==> src/rtl/rgb_pkg.sv <==
// -----------------------------------------------------------------------------
// rgb_pkg
// Shared types and constants for the on-board RGB LED path.
//   color_t      : 3-bit colour, packed {red, green, blue}
//   RED..OFF     : named colours for pattern generators and the arbiter
//   arb_state_t  : arbiter state encoding (IDLE, GRANT, GAP)
// -----------------------------------------------------------------------------
package rgb_pkg;

    typedef logic [2:0] color_t;

    localparam color_t RED     = 3'b100;
    localparam color_t YELLOW  = 3'b110;
    localparam color_t GREEN   = 3'b010;
    localparam color_t CYAN    = 3'b011;
    localparam color_t BLUE    = 3'b001;
    localparam color_t MAGENTA = 3'b101;
    localparam color_t OFF     = 3'b000;

    typedef enum logic [1:0] {
        IDLE  = 2'd0,
        GRANT = 2'd1,
        GAP   = 2'd2
    } arb_state_t;

endpackage

==> src/rtl/rgb_led_arbiter_if.sv <==
// -----------------------------------------------------------------------------
// rgb_led_arbiter_if
// Bundle between the pattern sources and the LED arbiter.
//   req    : per-requester request level
//   color  : per-requester colour {r,g,b}
//   gnt    : one-hot grant back to the sources
//   red/green/blue : LED pin drives
//   busy   : arbiter is in a grant slot or a blanking gap
// Modports:
//   master : pattern-source side (drives req/color, observes the rest)
//   slave  : arbiter side
// -----------------------------------------------------------------------------
interface rgb_led_arbiter_if
    import rgb_pkg::*;
#(
    parameter int N_REQ = 3
) ();

    logic   [N_REQ-1:0] req;
    color_t [N_REQ-1:0] color;
    logic   [N_REQ-1:0] gnt;
    logic               red;
    logic               green;
    logic               blue;
    logic               busy;

    modport master (
        output req,
        output color,
        input  gnt,
        input  red,
        input  green,
        input  blue,
        input  busy
    );

    modport slave (
        input  req,
        input  color,
        output gnt,
        output red,
        output green,
        output blue,
        output busy
    );

endinterface

==> src/rtl/rgb_led_arbiter_rr_select.sv <==
// -----------------------------------------------------------------------------
// rr_select
// Combinational round-robin picker, usable for any shared resource.
// Searches i_req starting at (i_ptr+1) mod N_REQ and returns the first
// requesting index.
//   i_req    : request vector
//   i_ptr    : index of the last winner
//   o_winner : selected index (0 when nothing requests)
//   o_valid  : at least one request is set
// -----------------------------------------------------------------------------
module rr_select #(
    parameter int N_REQ = 3,
    parameter int IW    = (N_REQ > 1) ? $clog2(N_REQ) : 1
) (
    input  logic [N_REQ-1:0] i_req,
    input  logic [IW-1:0]    i_ptr,
    output logic [IW-1:0]    o_winner,
    output logic             o_valid
);

    // One extra bit holds ptr + N_REQ without overflow before the wrap.
    logic [IW:0]     w_sum  [N_REQ];
    logic [IW:0]     w_wrap [N_REQ];
    logic [IW-1:0]   w_cand [N_REQ];
    logic [N_REQ-1:0] w_hit;

    generate
        for (genvar gi = 0; gi < N_REQ; gi++) begin : g_cand
            // Candidate for search offset gi+1, wrapped by subtraction
            // instead of a divider.
            assign w_sum[gi]  = {1'b0, i_ptr} + (IW+1)'(gi + 1);
            assign w_wrap[gi] = (w_sum[gi] >= (IW+1)'(N_REQ))
                              ? w_sum[gi] - (IW+1)'(N_REQ)
                              : w_sum[gi];
            // A corrupted pointer on a non-power-of-2 N_REQ could still
            // leave an out-of-range value; clamp so nothing beyond
            // N_REQ-1 is ever indexed.
            assign w_cand[gi] = (w_wrap[gi] < (IW+1)'(N_REQ))
                              ? w_wrap[gi][IW-1:0]
                              : '0;
            assign w_hit[gi]  = i_req[w_cand[gi]];
        end
    endgenerate

    // Walk from the farthest offset down so the nearest hit wins.
    always_comb begin
        o_valid  = 1'b0;
        o_winner = '0;
        for (int k = N_REQ - 1; k >= 0; k--) begin
            if (w_hit[k]) begin
                o_valid  = 1'b1;
                o_winner = w_cand[k];
            end
        end
    end

endmodule

==> src/rtl/rgb_led_arbiter.sv <==
// -----------------------------------------------------------------------------
// rgb_led_arbiter
// Shares the single RGB LED between N_REQ pattern sources. Grants round-robin
// for a dwell slot of at most DWELL_CYCLES, optionally followed by a
// GAP_CYCLES LED-off blanking gap so the handover is visible.
//   clk  : system clock
//   rst  : asynchronous active-high reset
//   bus  : slave side of rgb_led_arbiter_if
//          (req/color in; gnt/red/green/blue/busy out, all registered)
// -----------------------------------------------------------------------------
module rgb_led_arbiter
    import rgb_pkg::*;
#(
    parameter int N_REQ        = 3,
    parameter int DWELL_CYCLES = 2000000,
    parameter int GAP_CYCLES   = 240000
) (
    input  logic              clk,
    input  logic              rst,
    rgb_led_arbiter_if.slave  bus
);

    localparam int IW   = (N_REQ > 1) ? $clog2(N_REQ) : 1;
    localparam int CMAX = (DWELL_CYCLES > GAP_CYCLES) ? DWELL_CYCLES : GAP_CYCLES;
    localparam int CW   = $clog2(CMAX + 1);

    localparam logic [CW-1:0] DWELL_LAST = CW'(DWELL_CYCLES - 1);
    localparam logic [CW-1:0] GAP_LAST   = CW'((GAP_CYCLES > 0) ? GAP_CYCLES - 1 : 0);
    localparam bit            HAS_GAP    = (GAP_CYCLES > 0);

    // State and registered outputs
    arb_state_t        r_state;
    logic [CW-1:0]     r_count;
    logic [IW-1:0]     r_ptr;     // last winner; equals the owner while in GRANT
    logic [N_REQ-1:0]  r_gnt;
    color_t            r_rgb;
    logic              r_busy;

    // Next-state and decode
    arb_state_t        w_state_next;
    logic [CW-1:0]     w_count_next;
    logic [IW-1:0]     w_ptr_next;
    logic              w_entry;
    logic [N_REQ-1:0]  w_gnt_next;
    color_t            w_rgb_next;
    logic              w_busy_next;
    logic [IW-1:0]     w_winner;
    logic              w_valid;
    logic              w_owner_req;
    logic              w_slot_end;
    logic              w_gap_end;

    rr_select #(
        .N_REQ (N_REQ),
        .IW    (IW)
    ) u_rr_select (
        .i_req    (bus.req),
        .i_ptr    (r_ptr),
        .o_winner (w_winner),
        .o_valid  (w_valid)
    );

    assign w_owner_req = bus.req[r_ptr];
    // Early release and dwell expiry take the same exit.
    assign w_slot_end  = !w_owner_req || (r_count == DWELL_LAST);
    assign w_gap_end   = (r_count == GAP_LAST);

    // -------------------------------------------------------------------------
    // State register (also holds the registered output stage)
    // -------------------------------------------------------------------------
    always_ff @(posedge clk or posedge rst) begin
        if (rst) begin
            r_state <= IDLE;
            r_count <= '0;
            r_ptr   <= IW'(N_REQ - 1);   // requester 0 wins first
            r_gnt   <= '0;
            r_rgb   <= OFF;
            r_busy  <= 1'b0;
        end else begin
            r_state <= w_state_next;
            r_count <= w_count_next;
            r_ptr   <= w_ptr_next;
            r_gnt   <= w_gnt_next;
            r_rgb   <= w_rgb_next;
            r_busy  <= w_busy_next;
        end
    end

    // -------------------------------------------------------------------------
    // Next-state logic
    // -------------------------------------------------------------------------
    always_comb begin
        w_state_next = r_state;
        w_ptr_next   = r_ptr;
        w_entry      = 1'b0;

        unique case (r_state)
            IDLE: begin
                if (w_valid) begin
                    w_state_next = GRANT;
                    w_ptr_next   = w_winner;
                    w_entry      = 1'b1;
                end
            end

            GRANT: begin
                if (w_slot_end) begin
                    w_entry = 1'b1;
                    if (HAS_GAP) begin
                        w_state_next = GAP;
                    end else if (w_valid) begin
                        // Back-to-back hand-over; may re-grant the same
                        // requester when it is the only one asking.
                        w_state_next = GRANT;
                        w_ptr_next   = w_winner;
                    end else begin
                        w_state_next = IDLE;
                    end
                end
            end

            GAP: begin
                if (w_gap_end) begin
                    w_entry = 1'b1;
                    if (w_valid) begin
                        w_state_next = GRANT;
                        w_ptr_next   = w_winner;
                    end else begin
                        w_state_next = IDLE;
                    end
                end
            end

            default: begin
                w_state_next = IDLE;
                w_entry      = 1'b1;
            end
        endcase

        // Counter restarts on every state entry and idles at zero.
        if (w_entry || (r_state == IDLE)) begin
            w_count_next = '0;
        end else begin
            w_count_next = r_count + CW'(1);
        end
    end

    // -------------------------------------------------------------------------
    // Output logic: decoded from the next state so gnt, LED and busy all
    // change on the same edge as the state itself.
    // -------------------------------------------------------------------------
    always_comb begin
        w_gnt_next  = '0;
        w_rgb_next  = OFF;
        w_busy_next = (w_state_next != IDLE);
        if (w_state_next == GRANT) begin
            w_gnt_next[w_ptr_next] = 1'b1;
            // Colour is resampled every edge, so live changes track with
            // one cycle of latency.
            w_rgb_next = bus.color[w_ptr_next];
        end
    end

    assign bus.gnt   = r_gnt;
    assign bus.red   = r_rgb[2];
    assign bus.green = r_rgb[1];
    assign bus.blue  = r_rgb[0];
    assign bus.busy  = r_busy;

endmodule
==> src/flat_wrapper.sv <==
// flat-port wrapper written by rule: the top's interface ports become plain ports
module rgb_led_arbiter_flat import rgb_pkg::*;
#(
    parameter int N_REQ        = 3,
    parameter int DWELL_CYCLES = 2000000,
    parameter int GAP_CYCLES   = 240000
)
  (clk, rst, bus_req, bus_color, bus_gnt, bus_red, bus_green, bus_blue, bus_busy);
  rgb_led_arbiter_if #(.N_REQ(N_REQ)) bus_i ();
  input  logic clk;
  input  logic rst;
  input wire logic [$bits(bus_i.req)-1:0] bus_req;
  input wire logic [$bits(bus_i.color)-1:0] bus_color;
  output wire logic [$bits(bus_i.gnt)-1:0] bus_gnt;
  output wire logic [$bits(bus_i.red)-1:0] bus_red;
  output wire logic [$bits(bus_i.green)-1:0] bus_green;
  output wire logic [$bits(bus_i.blue)-1:0] bus_blue;
  output wire logic [$bits(bus_i.busy)-1:0] bus_busy;
  assign bus_i.req = bus_req;
  assign bus_i.color = bus_color;
  assign bus_gnt = bus_i.gnt;
  assign bus_red = bus_i.red;
  assign bus_green = bus_i.green;
  assign bus_blue = bus_i.blue;
  assign bus_busy = bus_i.busy;
  rgb_led_arbiter #(.N_REQ(N_REQ), .DWELL_CYCLES(DWELL_CYCLES), .GAP_CYCLES(GAP_CYCLES)) u_core (.clk(clk), .rst(rst), .bus(bus_i));
endmodule
==> config.mk <==
export PLATFORM = sky130hd
export DESIGN_NAME = rgb_led_arbiter_flat
export DESIGN_NICKNAME = d
export VERILOG_FILES = /design/src/rtl/rgb_pkg.sv /design/src/rtl/rgb_led_arbiter_if.sv /design/src/rtl/rgb_led_arbiter_rr_select.sv /design/src/rtl/rgb_led_arbiter.sv /design/src/flat_wrapper.sv
export SDC_FILE = /design/constraint.sdc
export NUM_CORES = 1
export LEC_CHECK = 0
export BUFFER_PORTS_ARGS = -buffer_cell sky130_fd_sc_hd__buf_2
export CAP_MARGIN = 20
export CORE_MARGIN = 3
export CORE_UTILIZATION = 57
export CTS_CLUSTER_DIAMETER = 120
export DETAILED_ROUTE_END_ITERATION = 6
export GPL_ROUTABILITY_DRIVEN = 0
export MAX_ROUTING_LAYER = met4
export PLACE_DENSITY_LB_ADDON = 0.25
export SETUP_SLACK_MARGIN = 0.4
export SLEW_MARGIN = 20
export SYNTH_ARGS = -nofsm -noshare
export SYNTH_HDL_FRONTEND = slang
export SYNTH_HIERARCHICAL = 1
export SYNTH_SLANG_ARGS = --single-unit
==> constraint.sdc <==
create_clock -name clk -period 3.3 [get_ports clk]
set_input_delay 0.66 -clock clk [delete_from_list [all_inputs] [get_ports clk]]
set_output_delay 0.66 -clock clk [all_outputs]
set_load 0.1 [all_outputs]
Word-level counts from Yosys, hierarchy flattened

Cells that the tools add are included.

Flip-flop bits (word level): 32
Input bits: 14
Output and inout port bits: 7
Logic and storage cells: 75

$add $sub $neg: 7
$lt $le $gt $ge: 12
Eq/ne operators: 5
Multiplexer cells: 39
Reduce and logical (&&, ||, !) cells: 6

Operators with widths:

| cell                                                | number |
|---|---|
| 2-to-1 mux 2 bit                                    | 11 |
| adder 21 x 1 -> 21 bit, second input constant       | 1 |
| == test 21 x 18 -> 1 bit, second input constant     | 1 |
| == test 21 bit, second input constant               | 1 |
| 2-to-1 mux 21 bit                                   | 1 |
| 2-to-1 mux 3 bit                                    | 6 |
| < comparator 2 x 3 -> 1 bit, second input constant  | 5 |
| 2-to-1 mux 1 bit                                    | 12 |
| >= comparator 3 x 2 -> 1 bit, second input constant | 3 |
| < comparator 3 x 2 -> 1 bit, second input constant  | 3 |
| subtractor 3 x 2 -> 3 bit, second input constant    | 3 |
| binary-select mux 1 bit (select 2 bit)              | 4 |
| adder 2 x 2 -> 3 bit, second input constant         | 2 |
| binary-select mux 3 bit (select 2 bit)              | 1 |
| case mux 2 bit (3 select lines)                     | 1 |
| == test 2 x 1 -> 1 bit, second input constant       | 2 |
| case mux 2 bit (2 select lines)                     | 1 |
| adder 2 x 1 -> 3 bit, second input constant         | 1 |
| case mux 1 bit (3 select lines)                     | 1 |
| demux 1 bit (select 2 bit)                          | 1 |
| == test 2 bit, second input constant                | 1 |
| >= comparator 2 x 1 -> 1 bit, second input constant | 1 |
| logical NOT 2 bit                                   | 1 |
| logical OR 1 bit                                    | 2 |
| other kinds (3)                                     | 3 |

Depth between registers and ports, before layout

Depth after elaboration: 18
Depth in mapped cells: 13
Gate-level depth less buffers: 12

Modules after synthesis

Netlist, hierarchy kept.

By module, submodules not included:

| module          | times used | cells an instance | area an instance (um^2) | sequential area each (um^2) |
|---|---|---|---|---|
| rgb_led_arbiter | 1          | 157               | 1609.0                  | 802.0 |
| rr_select       | 1          | 32                | 231.5                   | 0.0 |

Worst setup path after synthesis

Ideal clock, no wire load.

Kind: flip-flop to flip-flop
Start: register u_core.r_ptr[1]
End: register u_core.r_rgb[0]
Setup time: 0.127 ns
Arrival: 2.565 ns
Required time: 3.173 ns
Slack: 0.608 ns
Cell stages (with the launch flop): 12
Path buffers: 1
Clock period less this slack: 2.692 ns
Cell sequence: dfstp_2 ha_1 buf_6 mux2i_1 or2_0 nand4_1 or2b_1 a221o_1 a211oi_2 inv_2 mux2i_1 o22ai_1

Longest elaborated chain between the ends: 16

RTL lines:

| item                                                                      | line                                                             | source |
|---|---|---|
| from (decl)                                                               | rgb_led_arbiter.sv:34                                            | `logic [IW-1:0] r_ptr;` |
| from (signal assigned)                                                    | rgb_led_arbiter.sv:75                                            | `r_ptr <= IW'(N_REQ - 1);` |
| from (signal assigned)                                                    | rgb_led_arbiter.sv:82                                            | `r_ptr <= w_ptr_next;` |
| adder 2 x 2 -> 3 bit                                                      | rgb_led_arbiter_rr_select.sv:31                                  | `assign w_sum[gi] = {1'b0, i_ptr} + (IW+1)'(gi + 1);` |
| subtractor 3 x 2 -> 3 bit or >= comparator 3 x 2 -> 1 bit (tied branches) | rgb_led_arbiter_rr_select.sv:33, rgb_led_arbiter_rr_select.sv:32 |  |
| 2-to-1 mux 3 bit                                                          | rgb_led_arbiter_rr_select.sv:33                                  | `? w_sum[gi] - (IW+1)'(N_REQ)` |
| < comparator 3 x 2 -> 1 bit                                               | rgb_led_arbiter_rr_select.sv:38                                  | `assign w_cand[gi] = (w_wrap[gi] < (IW+1)'(N_REQ))` |
| 2-to-1 mux 2 bit                                                          | rgb_led_arbiter_rr_select.sv:39                                  | `? w_wrap[gi][IW-1:0]` |
| binary-select mux 1 bit (select 2 bit)                                    | rgb_led_arbiter_rr_select.sv:41                                  | `assign w_hit[gi] = i_req[w_cand[gi]];` |
| 2-to-1 mux 1 bit (implied by the code)                                    | rgb_led_arbiter_rr_select.sv:41                                  |  |
| 2-to-1 mux 1 bit (2 in series)                                            | rgb_led_arbiter_rr_select.sv:50                                  | `if (w_hit[k]) begin` |
| (+1 left out)                                                             | --                                                               |  |
| via u_core.w_valid                                                        | rgb_led_arbiter.sv:48                                            | `logic w_valid;` |
| 2-to-1 mux 2 bit *                                                        | rgb_led_arbiter.sv:99, rgb_led_arbiter.sv:125                    |  |
| 2-to-1 mux 2 bit                                                          | rgb_led_arbiter.sv:123                                           | `if (w_gap_end) begin` |
| case mux 2 bit (2 select lines) *                                         | rgb_led_arbiter.sv:97                                            | `unique case (r_state)` |
| via u_core.w_ptr_next[1]                                                  | rgb_led_arbiter.sv:42                                            | `logic [IW-1:0] w_ptr_next;` |
| binary-select mux 3 bit (select 2 bit) *                                  | rgb_led_arbiter.sv:160                                           | `w_rgb_next = bus.color[w_ptr_next];` |
| 2-to-1 mux 3 bit (implied by the code) *                                  | rgb_led_arbiter.sv:160                                           |  |
| 2-to-1 mux 3 bit *                                                        | rgb_led_arbiter.sv:156                                           | `if (w_state_next == GRANT) begin` |
| via u_core.w_rgb_next[0]                                                  | rgb_led_arbiter.sv:45                                            | `color_t w_rgb_next;` |
| to (signal assigned)                                                      | rgb_led_arbiter.sv:84                                            | `r_rgb <= w_rgb_next;` |
| to (decl)                                                                 | rgb_led_arbiter.sv:36                                            | `color_t r_rgb;` |

The timed path passes the listed nets; every way through them passes the cells marked *. The select of a mux whose other input is x is not followed.

Worst setup path in the final report

Ends and elaborated chain as after synthesis.

==> impl_metrics.toml <==
[run_status]
status = "completed"

[synth]
ys_ff_latch = 32
yosys_warnings = 6
synthTopCellsByCount = "dfrtp_1 (31), nor2_1 (27), nand2_1 (14)"
synth.distinct_cells = 50
yosys-top-cells-area = "dfrtp_1 (42%), xor2_1 (6.2%), nor2_1 (5.5%), mux2i_1 (3.3%), nand3_1 (3.3%)"
synthMostInstantiatedCell = "dfrtp_1"
ys.flop_type = "dfrtp_1"
ys_seq_area_share_pct = 43.6
synth_edf_count = 0
synth_top_area_share_pct = 42.1
synth_nets = 207
yosysTopAreaCell = "dfrtp_1"
syn_area_sq_um = 1840
avgSynthCellArea_sq_um = 9.74
async_flop_share_pct = 100
synth_cells = 189

[drt]
via_count = 1448
drtIter0Drc = 82
wire_per_inst_microns = 13.6
dr.pass1.iters = 4
ant_nets = 0
drc_errors = 0
wirelength_microns = 3570
vias_per_cell = 5.53

[clocking]
insertion_delay_ns = 0.32
clk_pin_slew_ns = 0.10
clockBufferDepth = 2
cts-root-buf = "clkbuf_4"
htree_levels = 2
cts_sinks = 32
cts_tree = "built"
numCtsBuffers = 5

[layout]
finalNetCount = 237
area_growth_pct = 15.6
postLayoutCoreUtil_pct = 72.7
drive_gt1_share_pct = 26.4
num_antenna_cells = 0
fillers = 231
stdcell_count = 262

[sta]
fin_tns_setup_ns = 0
fmax_mhz = 359
fin_crit_ns = 2.79
tightest_slew_ns = 0.492
period_share_pct = 84.4
hold_viol = 0
finClkSkew_ns = 0.0140
report.final.slew_viol_count = 0
final-setup-viol-count = 0
grt_setup_unrepaired = "true"
maxSlewHeadroom_pct = 67.4

[placement]
dp.cells = 249
place.detailed.hpwl_microns = 2410
portBuffers = 20

[min_path]
holdCritPathClass = "in -> async"

[pwr]
switching_share_pct = 21.7
switchingPower_w = 0.000140
cell_internal_pwr_w = 0.000505
p_leak_nw = 1.01
pwr-share-clk_pct = 34.7
total_power_w = 0.000646
power_frac_comb_pct = 4.6
powerDensity_nw_per_um2 = 303
p_seq_share_pct = 60.7
peakVddDrop_v = 0.000206

[worst_setup_path]
arrival_ns = 2.98
critPathMaxFanout = 7
required_ns = 3.50
cp-end-kind = "register"
start_kind = "register"
path_class = "reg -> reg"

[die]
die_height_microns = 62.8
core_area_sq_um = 2920
initial_core_util_pct = 62.9
rows = 19
fp.dieArea_sq_um = 3950
io_pins = 21
fp.dieW_microns = 62.8

[grt]
grt_pass1_vias = 1346
grt_antenna_before_repair = 0
overflow = 0
grt_use_total_pct = 18.5
grt_max_degree = 33
grt_pass1_wl_microns = 5750

[job]
drv_cap = 0
[cell type report]
type / instances / area, sq um / area share [%]
Multi-Input combinational cell: 145 / 1030 / 48.4
Sequential cell: 32 / 803 / 37.8
Timing Repair Buffer: 27 / 150 / 7.06
Tap cell: 42 / 52.6 / 2.47
Clock buffer: 6 / 51.3 / 2.41
Inverter: 8 / 30.0 / 1.41
Clock inverter: 2 / 10.0 / 0.471
[kinds of logic (layout without fill, tap and decap cells)]
kind of cell | Yosys count | after routing | synth area share [%]
simple gates | 93 | 93 | 29.8
flops | 32 | 32 | 43.6
compound gates | 23 | 23 | 8.57
xor+xnor | 19 | 19 | 9.04
buf+inv | 12 | 43 | 3.06
mux | 6 | 6 | 3.26
fa+ha+maj | 4 | 4 | 2.72
[routing by layer]
metal	share of wire, %	GRT usage (%)	vias to the layer above
li1	-	-	710
met1	46	22.8	688
met2	47	29.2	44
met3	4.7	5.04	6
met4	1.5	6.89	0
met5	0	-	-
[registers in the layout, indices dropped and copies added (netlist names)]
signal and flops:
u_core/r_count 21, u_core/bus.gnt 3, u_core/r_rgb 3, u_core/r_ptr 2
u_core/r_state 2, u_core/bus.busy 1
[through the flow]
| stage | setup slack, ns | instance area [sq um] | hold WS (ns) |
|---|---|---|---|
| after global routing | 0.362 | 2130 | 0.413 |
| final | 0.514 | 2130 | 0.399 |
| after CTS | 0.427 | 2050 | 0.394 |
| after global placement | 0.478 | 1980 | 0.520 |
| after floorplan | 0.608 | 1840 | 0.475 |
| after detailed placement | 0.363 | 1980 | 0.528 |
[critical path: stages (launching register included)]
cell	delay [ns]
dfstp_2	0.64
ha_4	0.25
nor2b_4	0.13
o31ai_2	0.23
nand4_1	0.14
or2b_4	0.26
nor3_2	0.04
a221o_1	0.30
a211oi_4	0.29
inv_2	0.11
mux2i_1	0.17
o22ai_1	0.10
[power groups by stage]
stage	combinational (W)	clock, W	sequential, W
after detailed placement	0.0000284	0	0.000400
after global routing	0.0000340	0.000259	0.000392
after CTS	0.0000286	0.000235	0.000392
after floorplan	0.0000145	0	0.000400
final	0.0000296	0.000224	0.000392
after global placement	0.0000275	0	0.000400
[worst paths after layout]
kind | from | endpoint | slack (ns) | cells past startpoint
setup / recovery | u_core/r_ptr[1] | u_core/r_rgb[0] | 0.51 | 11
hold / removal | rst | u_core/r_count[20] | 0.40 | 3
setup reg to reg | u_core/r_ptr[1] | u_core/r_rgb[0] | 0.51 | 11
hold reg to reg | u_core/r_count[0] | u_core/r_count[0] | 0.54 | 1
max in group asynchronous | rst | u_core/r_ptr[1] | 2.58 | 3
min in group clk | u_core/r_count[0] | u_core/r_count[0] | 0.54 | 1
[repair_timing]
item	in CTS	in global routing
setup endpoints to repair	3	4
pin swaps	1	5
setup buffers	0	5
gates resized for setup	1	9
hold buffers	0	0
[placed cells by master, fill, tap and decap left out, types with 7 or more instances in the layout]
cell / instances
nand2_1: 14
xor2_1: 13
nand3_1: 12
nor2b_1: 7
buf_2: 20
dfrtp_1: 30
nor2_1: 27
(Power assumes the default switching activity.)
